`src/rtl/alu_pkg.sv`:
```
// rtl/alu_pkg.sv - shared opcode and FSM encodings for the ALU datapath
//
// Purpose: opcode constants shared by the ALU, the sequencer and their benches,
//          the sequencer FSM state encoding, and the default datapath width.
// Ports:   none (package).
package alu_pkg;

    localparam int W_DEFAULT = 16;

    localparam logic [3:0] OP_NOOP  = 4'b0000;
    localparam logic [3:0] OP_ADD   = 4'b0001;
    localparam logic [3:0] OP_SUB   = 4'b0010;
    localparam logic [3:0] OP_MULT  = 4'b0011;
    localparam logic [3:0] OP_DIV   = 4'b0100;
    localparam logic [3:0] OP_AND   = 4'b0101;
    localparam logic [3:0] OP_OR    = 4'b0110;
    localparam logic [3:0] OP_XOR   = 4'b0111;
    localparam logic [3:0] OP_NOT   = 4'b1000;
    localparam logic [3:0] OP_RESET = 4'b1111;

    typedef enum logic [1:0] {
        ST_IDLE = 2'd0,
        ST_EXEC = 2'd1,
        ST_DONE = 2'd2
    } seq_state_t;

endpackage

```
`src/rtl/cmd_fifo.sv`:
```
// rtl/cmd_fifo.sv - synchronous command FIFO with count and clear
//
// Purpose: DEPTH-entry FIFO; the head entry is visible on pop_data without a pop.
// Ports:
//   clk        in   rising-edge clock
//   clear      in   synchronous active-high clear of pointers and count
//   push       in   write push_data (ignored when full)
//   push_data  in   WIDTH-bit entry
//   pop        in   advance the head (ignored when empty)
//   pop_data   out  current head entry
//   full       out  count == DEPTH
//   empty      out  count == 0
//   count      out  number of stored entries
module cmd_fifo #(
    parameter int WIDTH = 37,
    parameter int DEPTH = 4
) (
    input  logic                       clk,
    input  logic                       clear,
    input  logic                       push,
    input  logic [WIDTH-1:0]           push_data,
    input  logic                       pop,
    output logic [WIDTH-1:0]           pop_data,
    output logic                       full,
    output logic                       empty,
    output logic [$clog2(DEPTH):0]     count
);

    localparam int AW = $clog2(DEPTH);

    logic [WIDTH-1:0] mem [DEPTH];
    logic [AW-1:0]    wr_ptr;
    logic [AW-1:0]    rd_ptr;
    logic             do_push;
    logic             do_pop;

    // Full is judged on the pre-pop count, so a full FIFO never accepts.
    assign full     = (count == (AW+1)'(DEPTH));
    assign empty    = (count == '0);
    assign do_push  = push && !full;
    assign do_pop   = pop && !empty;
    assign pop_data = mem[rd_ptr];

    always_ff @(posedge clk) begin
        if (clear) begin
            wr_ptr <= '0;
            rd_ptr <= '0;
            count  <= '0;
        end else begin
            if (do_push) begin
                mem[wr_ptr] <= push_data;
                wr_ptr      <= wr_ptr + 1'b1;
            end
            if (do_pop) begin
                rd_ptr <= rd_ptr + 1'b1;
            end
            case ({do_push, do_pop})
                2'b10:   count <= count + 1'b1;
                2'b01:   count <= count - 1'b1;
                default: count <= count;
            endcase
        end
    end

endmodule

```
`src/rtl/alu_sequencer.sv`:
```
// rtl/alu_sequencer.sv - queued command sequencer driving the 16-bit ALU
//
// Purpose: buffers commands, issues them one at a time to the ALU, returns
//          each result with an error flag, and keeps a chaining accumulator.
// Ports:
//   clk, clear                    clock, synchronous active-high reset
//   cmd_valid/cmd_ready           command handshake
//   cmd_op, cmd_a, cmd_b          opcode and operands
//   cmd_chain                     use accumulator as operand A at issue time
//   alu_opcode, alu_in1, alu_in2  drive the ALU (NOOP/0 outside EXEC)
//   alu_out                       combinational ALU result
//   res_valid/res_ready           result handshake
//   res_data, res_err             result value and error flag
//   busy                          FSM not idle or commands queued
module alu_sequencer
    import alu_pkg::*;
#(
    parameter int W     = W_DEFAULT,
    parameter int DEPTH = 4
) (
    input  logic         clk,
    input  logic         clear,
    input  logic         cmd_valid,
    output logic         cmd_ready,
    input  logic [3:0]   cmd_op,
    input  logic [W-1:0] cmd_a,
    input  logic [W-1:0] cmd_b,
    input  logic         cmd_chain,
    output logic [3:0]   alu_opcode,
    output logic [W-1:0] alu_in1,
    output logic [W-1:0] alu_in2,
    input  logic [W-1:0] alu_out,
    output logic         res_valid,
    input  logic         res_ready,
    output logic [W-1:0] res_data,
    output logic         res_err,
    output logic         busy
);

    localparam int FW = 4 + 2*W + 1;

    seq_state_t              state_q, state_d;
    logic [FW-1:0]           fifo_head;
    logic                    fifo_full;
    logic                    fifo_empty;
    logic [$clog2(DEPTH):0]  fifo_count;
    logic                    pop;

    logic [3:0]              op_q;
    logic [W-1:0]            a_q;
    logic [W-1:0]            b_q;
    logic                    chain_q;
    logic [W-1:0]            acc_q;
    logic [W-1:0]            res_data_q;
    logic                    res_err_q;

    logic [W-1:0]            eff_a;
    logic [W-1:0]            cap_data;
    logic                    cap_err;

    cmd_fifo #(
        .WIDTH (FW),
        .DEPTH (DEPTH)
    ) u_fifo (
        .clk       (clk),
        .clear     (clear),
        .push      (cmd_valid),
        .push_data ({cmd_op, cmd_a, cmd_b, cmd_chain}),
        .pop       (pop),
        .pop_data  (fifo_head),
        .full      (fifo_full),
        .empty     (fifo_empty),
        .count     (fifo_count)
    );

    assign cmd_ready = !fifo_full;
    assign pop       = (state_q == ST_IDLE) && !fifo_empty;
    assign busy      = (state_q != ST_IDLE) || (fifo_count != '0);
    assign res_valid = (state_q == ST_DONE);
    assign res_data  = res_data_q;
    assign res_err   = res_err_q;
    assign eff_a     = chain_q ? acc_q : a_q;

    always_comb begin
        state_d    = state_q;
        alu_opcode = OP_NOOP;
        alu_in1    = '0;
        alu_in2    = '0;
        cap_data   = '0;
        cap_err    = 1'b0;
        case (state_q)
            ST_IDLE: begin
                if (!fifo_empty) state_d = ST_EXEC;
            end
            ST_EXEC: begin
                state_d = ST_DONE;
                alu_in1 = eff_a;
                alu_in2 = b_q;
                case (op_q)
                    OP_ADD, OP_SUB, OP_MULT, OP_AND, OP_OR, OP_XOR, OP_NOT: begin
                        alu_opcode = op_q;
                        cap_data   = alu_out;
                    end
                    OP_DIV: begin
                        // Never present a zero divisor to the ALU; the
                        // all-ones result is produced here instead.
                        if (b_q == '0) begin
                            cap_data = '1;
                            cap_err  = 1'b1;
                        end else begin
                            alu_opcode = OP_DIV;
                            cap_data   = alu_out;
                        end
                    end
                    OP_NOOP: begin
                        cap_data = acc_q;
                    end
                    OP_RESET: begin
                        alu_opcode = OP_RESET;
                        cap_data   = '0;
                    end
                    default: begin
                        cap_err = 1'b1;
                    end
                endcase
            end
            ST_DONE: begin
                if (res_ready) state_d = ST_IDLE;
            end
            default: state_d = ST_IDLE;
        endcase
    end

    always_ff @(posedge clk) begin
        if (clear) begin
            state_q    <= ST_IDLE;
            op_q       <= OP_NOOP;
            a_q        <= '0;
            b_q        <= '0;
            chain_q    <= 1'b0;
            acc_q      <= '0;
            res_data_q <= '0;
            res_err_q  <= 1'b0;
        end else begin
            state_q <= state_d;
            if (pop) begin
                {op_q, a_q, b_q, chain_q} <= fifo_head;
            end
            if (state_q == ST_EXEC) begin
                res_data_q <= cap_data;
                res_err_q  <= cap_err;
                // Errored commands leave the chain value untouched.
                if (!cap_err) acc_q <= cap_data;
            end
        end
    end

endmodule

```
`config.mk`:
```
export PLATFORM = sky130hd
export DESIGN_NAME = alu_sequencer
export DESIGN_NICKNAME = d
export VERILOG_FILES = /design/src/rtl/alu_pkg.sv /design/src/rtl/cmd_fifo.sv /design/src/rtl/alu_sequencer.sv
export SDC_FILE = /design/constraint.sdc
export NUM_CORES = 1
export LEC_CHECK = 0
export CORE_MARGIN = 5
export CORE_UTILIZATION = 60
export CTS_CLUSTER_DIAMETER = 120
export DETAILED_ROUTE_END_ITERATION = 8
export GPL_ROUTABILITY_DRIVEN = 0
export GPL_TIMING_DRIVEN = 0
export PLACE_DENSITY_LB_ADDON = 0.05
export SYNTH_ARGS = -nofsm -noshare
export SYNTH_HDL_FRONTEND = slang
export SYNTH_HIERARCHICAL = 1
export SYNTH_SLANG_ARGS = --single-unit
```
`constraint.sdc`:
```
create_clock -name clk -period 6.2 [get_ports clk]
set_input_delay 0.93 -clock clk [delete_from_list [all_inputs] [get_ports clk]]
set_output_delay 0.93 -clock clk [all_outputs]
set_load 0.05 [all_outputs]
```
## Yosys cells after proc, flatten, opt, wreduce, memory -nomap -nowiden

Memories as Yosys holds them, arrays and structs flattened. A register that Yosys moved wholly into a read port is not among the register bits.
Cells that the tools add are included.
Widths: inputs -> output; s select.

| word-level totals | value |
|---|---|
| register bits after elaboration | 42 |
| bits in latches | 0 |
| memory bits (writable) | 148 |
| memory bits (read-only) | 0 |
| input bits | 57 |
| output and inout port bits | 56 |
| word-level logic and storage cells | 64 |
| memories | 1 |

Memories:

| memory | words | bits a word | rd ports | clocked after Yosys merged registers in | write ports | RTL line | RTL |
|---|---|---|---|---|---|---|---|
| u_fifo.mem | 4 | 37 | 1 | 1 | 1 | cmd_fifo.sv:31 | `logic [WIDTH-1:0] mem [DEPTH];` |

| operators by class | value |
|---|---|
| add/sub/neg operators | 4 |
| multipliers | 0 |
| div/mod/pow operators | 0 |
| magnitude comparators | 0 |
| equal/unequal tests | 16 |
| shift-type cells | 0 |
| mux-type cells | 18 |
| bitwise logic cells | 1 |
| reductions and logical operators | 17 |

Operator list:

| cell | number |
|---|---|
| $mux 16 | 4 |
| $pmux 16 s3 | 1 |
| $eq 4x3->1 const B | 4 |
| $logic_not 16->1 | 1 |
| $pmux 4 s3 | 1 |
| $reduce_or 9->1 | 1 |
| $eq 4x2->1 const B | 2 |
| $eq 4x4->1 const B | 2 |
| $reduce_or 7->1 | 1 |
| $pmux 2 s3 | 1 |
| $pmux 3 s2 | 1 |
| $mux 1 | 5 |
| $add 2x1->2 const B | 2 |
| $eq 2x1->1 const B | 2 |
| $eq 2x2->1 const B | 2 |
| $eq 4x1->1 const B | 1 |
| $logic_not 4->1 | 1 |
| $mux 2 | 2 |
| $mux 4 | 1 |
| $reduce_and 2->1 | 2 |
| $reduce_bool 2->1 | 2 |
| $add 3x1->3 const B | 1 |
| $eq 3x3->1 const B | 1 |
| $logic_and 1x1->1 | 3 |
| 11 further kinds | 12 |

## Logic depth before layout (Yosys ltp)

| depth | value |
|---|---|
| word-level depth | 6 |
| mapped depth | 12 |
| mapped depth without buffers | 11 |

## By module

The synthesis kept the hierarchy.

Modules (own cells, without submodules):

| module | times used | cells each | area an instance (µm²) |
|---|---|---|---|
| cmd_fifo | 1 | 247 | 5881.9 |
| alu_sequencer | 1 | 438 | 3433.3 |

## Least setup slack after synthesis

OpenSTA, ideal clock, no wires.

| path | value |
|---|---|
| path type | in2reg |
| start | input clear |
| end | memory u_fifo.mem[0][0] (enable) |
| setup time | 0.485 ns |
| arrival | 3.909 ns |
| required time | 5.715 ns |
| slack | 1.806 ns |
| stages | 2 |
| cells stage by stage | clkbuf_1 > nor3b_1 |

| between the ends | value |
|---|---|
| cells in the longest elaborated chain, start to end | 2 |

Ends and longest elaborated chain:

| what | RTL line | RTL |
|---|---|---|
| start, declared | alu_sequencer.sv:22 | `input logic clear,` |
| $mux 1 | cmd_fifo.sv:45 | `if (clear) begin` |
| $mux 1 (implied by the code) | cmd_fifo.sv:51 | `mem[wr_ptr] <= push_data;` |
| end, declared | cmd_fifo.sv:31 |  |

Every way passes these cells.

## Worst setup path after layout

| path | value |
|---|---|
| start | register op_q[3] (read register of u_fifo.mem) |
| end | output alu_opcode[2] |

| between the ends | value |
|---|---|
| cells in the longest elaborated chain, start to end | 4 |
| elaborated cells on any way between the ends | 12 |
| those cells by class | eq/ne (9); mux (2); reduce/logical (1) |

Ends and longest elaborated chain:

| what | RTL line | RTL |
|---|---|---|
| start, declared | alu_sequencer.sv:49 | `logic [3:0] op_q;` |
| $eq 4x1->1 (tied with other cells) | alu_sequencer.sv:99 | `case (op_q)` |
| $reduce_or 7->1 | alu_sequencer.sv:99 |  |
| $pmux 4 s3 * | alu_sequencer.sv:99 |  |
| $mux 4 * | alu_sequencer.sv:91 | `case (state_q)` |
| end, declared | alu_sequencer.sv:29 | `output logic [3:0] alu_opcode,` |

Every way passes the cells marked *; elsewhere a longest branch is shown, timed or not.

==> flow_metrics.env <==
export IMPL_nets=902
export IMPL_hpwl_mm=15.8
export IMPL_critPathKind="reg2out"
export IMPL_cellPowerDensity_mw_per_mm2=482
export IMPL_p_leak_nw=3.92
export IMPL_clk_pin_slew_worst_paths_ps=60
export IMPL_numCtsBuffers=24
export IMPL_place_ws_ps=2780
export IMPL_avgSynthCellArea_um2=13.6
export IMPL_fin_crit_ps=4060
export IMPL_maxCapViolCount=0
export IMPL_drc=0
export IMPL_power_mw=5.63
export IMPL_synth_top_area_cell="edfxtp_1"
export IMPL_syn_num_nets=748
export IMPL_yosysWarnings=6
export IMPL_yosys_top_cells_area="edfxtp_1, dfxtp_1, mux4_2"
export IMPL_syn_instance_count=685
export IMPL_clk_latency_ps=510
export IMPL_synth_cell_types=40
export IMPL_grt_max_degree=15
export IMPL_htree_levels=1
export IMPL_clockRootBuffer="clkbuf_16"
export IMPL_nFillCells=957
export IMPL_max_freq_ghz=0.246
export IMPL_fin_ws_ps=2140
export IMPL_clkSinkCount=229
export IMPL_wl_per_cell_um=20.7
export IMPL_synth_ff_latch_count=229
export IMPL_grt_usage=0.242
export IMPL_totalWireLength_mm=21.6
export IMPL_synth_top_area_share=0.477
export IMPL_status="finished, final reports clean"
export IMPL_areaGrowthSynthToFinish_pct=25.5
export IMPL_hold_path_class="reg2reg"
export IMPL_grt_first_pass_wirelength_mm=33.9
export IMPL_post_cts_buffers=0
export IMPL_cp_required_ps=5270
export IMPL_cts_tree="done"
export IMPL_slew_violations=0
export IMPL_layout_drive_gt1_share=0.126
export IMPL_postCtsHoldBufs=0
export IMPL_cts_buffer_depth=3
export IMPL_synth_area_mm2=0.00932
export IMPL_peakVddDrop_mv=0.322
export IMPL_antenna_found_initial=0
export IMPL_die_area_mm2=0.0181
export IMPL_grt_pass1_vias=6271
export IMPL_ys_seq_area_frac=0.651
export IMPL_vias=6110
export IMPL_layoutNonFillerInstCount=1045
export IMPL_coreArea_mm2=0.0152
export IMPL_rsz0062_at_grt="no"
export IMPL_detail_route_first_pass_iterations=5
export IMPL_skew_ps=15.0
export IMPL_drt_iter0_markers=544
export IMPL_worstSetupEndpointType="output pin"
export IMPL_tns_ps=0
export IMPL_num_antenna_cells=0
export IMPL_setup_viol=0
export IMPL_max_slew_margin=0.465
export IMPL_worst_pin_slew_ps=782
export IMPL_rows=45
export IMPL_grt_overflow_total=0
export IMPL_arrival_ps=3130
export IMPL_cp_max_fo=10
export IMPL_die_h_um=135
export IMPL_ant_nets=0
export IMPL_chipWidth_um=135
export IMPL_start_kind="register"
export IMPL_timing_final_hold_violations=0
export IMPL_portBuffers=112
export IMPL_pin_count=113
export IMPL_dpl_cell_count=1001
export IMPL_initial_core_util=0.613
export IMPL_cts_resized=0
export IMPL_post_route_period_util=0.654
export IMPL_via_per_inst=5.85
-- cell families (layout without fill, tap and decap cells) --
logic type | after synthesis | count (layout) | share of synthesized area
compound gates | 114 | 114 | 0.0729
xor+xnor | 3 | 3 | 0.00282
fa+ha+maj | 6 | 6 | 0.00887
buf+inv | 58 | 230 | 0.0332
flops | 229 | 229 | 0.651
mux | 70 | 70 | 0.128
simple gates | 205 | 205 | 0.103
-- state kept, by name (all words and copies together), names as in the netlist, named ones only --
name           cells
u_fifo/mem       148
a_q               16
acc_q             16
b_q               16
res_data          16
op_q               4
u_fifo/count       3
state_q            2
u_fifo/rd_ptr      2
u_fifo/wr_ptr      2
chain_q            1
res_err            1
-- cell type report --
class / count / area (um^2) / share of cell area
timing repair buffer: 128 / 1300 / 0.111
inverter: 10 / 37.5 / 0.00321
tap: 188 / 235 / 0.0201
multi-input combinational: 398 / 2960 / 0.253
buffer: 48 / 272 / 0.0232
clock buffer: 36 / 697 / 0.0596
clock inverter: 8 / 120 / 0.0103
sequential: 229 / 6070 / 0.519
-- routing by layer --
layer | GRT usage | vias to the layer above | routed length [um]
li1 | - | 2856 | -
met1 | 0.321 | 2987 | 9030
met2 | 0.411 | 218 | 10600
met3 | 0.0384 | 49 | 1300
met4 | 0.0848 | 0 | 686
met5 | 0 | - | 0
-- critical path, cell delays in order, from the launching register on --
cell and delay [ps]:
dfxtp_1 350, clkbuf_1 260, buf_1 310, a2111oi_0 760, clkdlybuf4s50_1 950
-- cells in the mapped netlist --
library cell / instances
edfxtp_1: 148
nand2_1: 83
dfxtp_1: 81
a21oi_1: 60
nor2_1: 45
mux2i_1: 33
mux4_2: 30
clkbuf_1: 29
or3_1: 20
nand3_1: 17
a211oi_1: 16
and2_1: 16
o21a_1: 16
o21ai_0: 16
inv_1: 10
buf_2: 9
mux4_1: 7
ha_1: 5
nand2b_1: 5
nor4_1: 5
nor3b_1: 4
buf_12: 3
nor3_1: 3
o21ai_1: 3
xor2_1: 3
buf_1: 2
buf_6: 2
nor2b_1: 2
a2111oi_0: 1
and2_4: 1
and3_2: 1
buf_4: 1
buf_8: 1
clkbuf_2: 1
fa_1: 1
nor2_2: 1
nor3_4: 1
nor3b_2: 1
o31ai_1: 1
o41ai_4: 1
-- per-stage QoR --
step                hold slack, ps  instance area (um^2)  utilization
finish                         462                 11700        0.769
global route                   475                 11700        0.769
detailed placement             451                 10900        0.715
global placement               444                 10700        0.702
floorplan                      436                  9320            -
CTS                            459                 11700        0.769
-- final timing paths --
path	cells after the start	slack, ps	end	start
max	4	2140	alu_opcode[2]	op_q[3]
min	2	460	a_q[13]	a_q[13]
max reg2reg	12	3080	u_fifo/count[2]	u_fifo/count[0]
min reg2reg	2	460	a_q[13]	a_q[13]
-- cell usage in the layout, fill, tap and decap left out, drive strengths merged, types with 11 or more instances in the layout --
cell             n
a211oi          16
mux4            37
or3             20
buf             34
nor2            46
mux2i           33
o21a            16
inv             11
and2            17
nand3           17
edfxtp         148
clkdlybuf4s50  112
clkbuf          66
nand2           83
a21oi           60
o21ai           19
dfxtp           81
-- power breakdown --
part	internal, mW	switching [mW]	leakage [nW]
Combinational	0.832	1.30	1.52
Sequential	1.87	0.163	2.01
Clock	0.902	0.567	0.396
(Power assumes the default switching activity.)
==> patch: new RTL, config.mk and constraints unchanged <==
Put one more register stage on the output `res_err`, without a reset. The value now appears one clock later. The other outputs are not delayed to match.
--- a/src/rtl/alu_sequencer.sv
+++ b/src/rtl/alu_sequencer.sv
@@ -79,5 +79,7 @@
     assign res_valid = (state_q == ST_DONE);
     assign res_data  = res_data_q;
-    assign res_err   = res_err_q;
+    always_ff @(posedge clk) begin
+        res_err <= res_err_q;
+    end
     assign eff_a     = chain_q ? acc_q : a_q;
 
Check against the original RTL: not equivalent (a bounded check fails within 4 cycles, from zero or initial values).
==> patch against the original RTL <==
Cell area up 2.0%. Sequential share of layout area is 0.85 points lower. Cell count is 2.9% higher. Routed wire length is 0.23% lower. Count of clock-buffer cells in the layout shrank 4. Sequential cell count grew 1. Worst setup slack gained 0.14 ns. Utilization down 1.3 points. Worst hold slack got worse by 0.094 ns. Die area is 2.6% higher. Power rose by 1.3%. Area after synthesis increased by 2.8%. Clock skew is 0.0045 ns lower. Critical path type unchanged. Highest routed layer unchanged.
==> patch: results (changes against the original RTL) <==
| Parameter | This run | Unit | Delta |
|---|---|---|---|
| Outcome | finished clean | - | unchanged |
| Final cycle utilization of the critical path | 0.632 | - | was 0.654 |
| Static power due to leakage | 4.06 | nW | was 3.92 nW |
| Routed metal-1 wirelength | 9030 | microns | about the same |
| Total number of nets in the final design | 904 | - | was 902 |
| Worst slack, placed | 2.84 | ns | was 2.78 ns |
| Count of cell types in the netlist | 42 | - | was 40 |
| Sequential share of the synthesized area | 0.636 | - | was 0.651 |
| Post-synthesis async set-or-reset flop share | 0 | - | unchanged |
| HPWL after detailed placement | 15700 | microns | was 15800 microns |
| Fraction of layout cells with a size suffix above 1 | 0.139 | - | was 0.126 |
| Detailed-routing iteration count for the pre-antenna-repair pass | 6 | - | was 5 |
| Number of buffers on the longest clock path | 3 | - | unchanged |
| Cell Area, Placed | 11200 | sq um | was 10900 sq um |
| Hold Path Origin | res_err_q$_SDFFE_PP0N_ | - | was a_q[13]$_SDFFE_PP0P_ |
| Global Route met3 Usage | 0.0389 | - | was 0.0384 |
| Worst flop-to-flop path endpoint | u_fifo/count[2]$_SDFFE_PP0P_ | - | unchanged |
| Hold slack | 0.368 | ns | was 0.462 ns |
| Post-synthesis adder-cell area fraction | 0.00863 | - | was 0.00887 |
| Post-synthesis net count | 750 | - | was 748 |
| GR Util met1 | 0.318 | - | was 0.321 |
| Total global routing track utilization | 0.236 | - | was 0.242 |
| Multiplexer share of the synthesized area | 0.141 | - | was 0.128 |
| Wirelength per Cell | 20.1 | microns | was 20.7 microns |
| Xor and xnor fraction of the mapped netlist area | 0.00274 | - | was 0.00282 |
| Peak supply drop | 0.000315 | V | was 0.000322 V |
| Reg2Reg Depth | 12 | - | unchanged |
| First-pass GRT wire length | 33600 | microns | was 33900 microns |
| Met3 routed wirelength | 1270 | microns | was 1300 microns |
| Fill cell count | 996 | - | was 957 |
| Compound-Gate Fraction of Synth Area | 0.0863 | - | was 0.0729 |
| Routed via count | 6115 | - | was 6110 |
| Endpoint of the worst hold path | res_err$_DFF_P_ | - | was a_q[13]$_SDFFE_PP0P_ |
| Flop-to-flop setup slack | 3.07 | ns | was 3.08 ns |
| Most common library cells after synthesis | edfxtp_1, dfxtp_1, nand2_1 | - | was edfxtp_1, nand2_1, dfxtp_1 |
| Transition time at the pin with the least slew margin | 0.919 | ns | was 0.782 ns |
| Cells after Synth | 687 | - | was 685 |
| Routed Wire Length | 21600 | microns | about the same |
| Most area-consuming cells after synthesis | edfxtp_1, dfxtp_1, mux4_2 | - | unchanged |
| Via count of the first global-routing pass | 6207 | - | was 6271 |
| Number of H-tree levels | 1 | - | unchanged |
| Detailed route wirelength on metal2 | 11000 | microns | was 10600 microns |
| Placed Instances | 1031 | - | was 1001 |
| Arrival time reported for the critical path endpoint | 2.99 | ns | was 3.13 ns |
| Number of cells on the worst hold path | 0 | - | was 2 |
| Initial DRC Count | 481 | - | was 544 |
| CP endpoint | alu_opcode[3] | - | was alu_opcode[2] |
| Clock skew | 0.0105 | ns | was 0.0150 ns |
| Routing usage on met2 | 0.409 | - | was 0.411 |
==> patch: cell types whose count changed after synthesis, sizes merged, moves of 16 or more <==
cell and delta:
a21o +16, mux2i +16, nand2b +16, a211o +16
==> patch: power by group <==
part	switching, mW	internal, mW	total (mW)
Clock	0.552	0.789	1.34
Combinational	1.39	0.939	2.32
Sequential	0.158	1.88	2.04
Total	2.10	3.61	5.71
==> patch: layout make-up <==
type	instances	area (sq um)	share of cell area
clock buffer	32	662	0.0555
timing repair buffer	128	1310	0.110
clock inverter	12	83.8	0.00703
buffer	49	289	0.0242
multi-input combinational	397	3180	0.266
sequential	230	6090	0.510
tap	216	270	0.0227
inverter	11	41.3	0.00346
==> patch: worst max-delay path, cell delays in order, from the launching register on <==
cell             delay (ns)
dfxtp_1                0.51
inv_1                  0.13
clkbuf_1               0.25
buf_1                  0.32
a211oi_1               0.39
clkdlybuf4s50_1        0.88
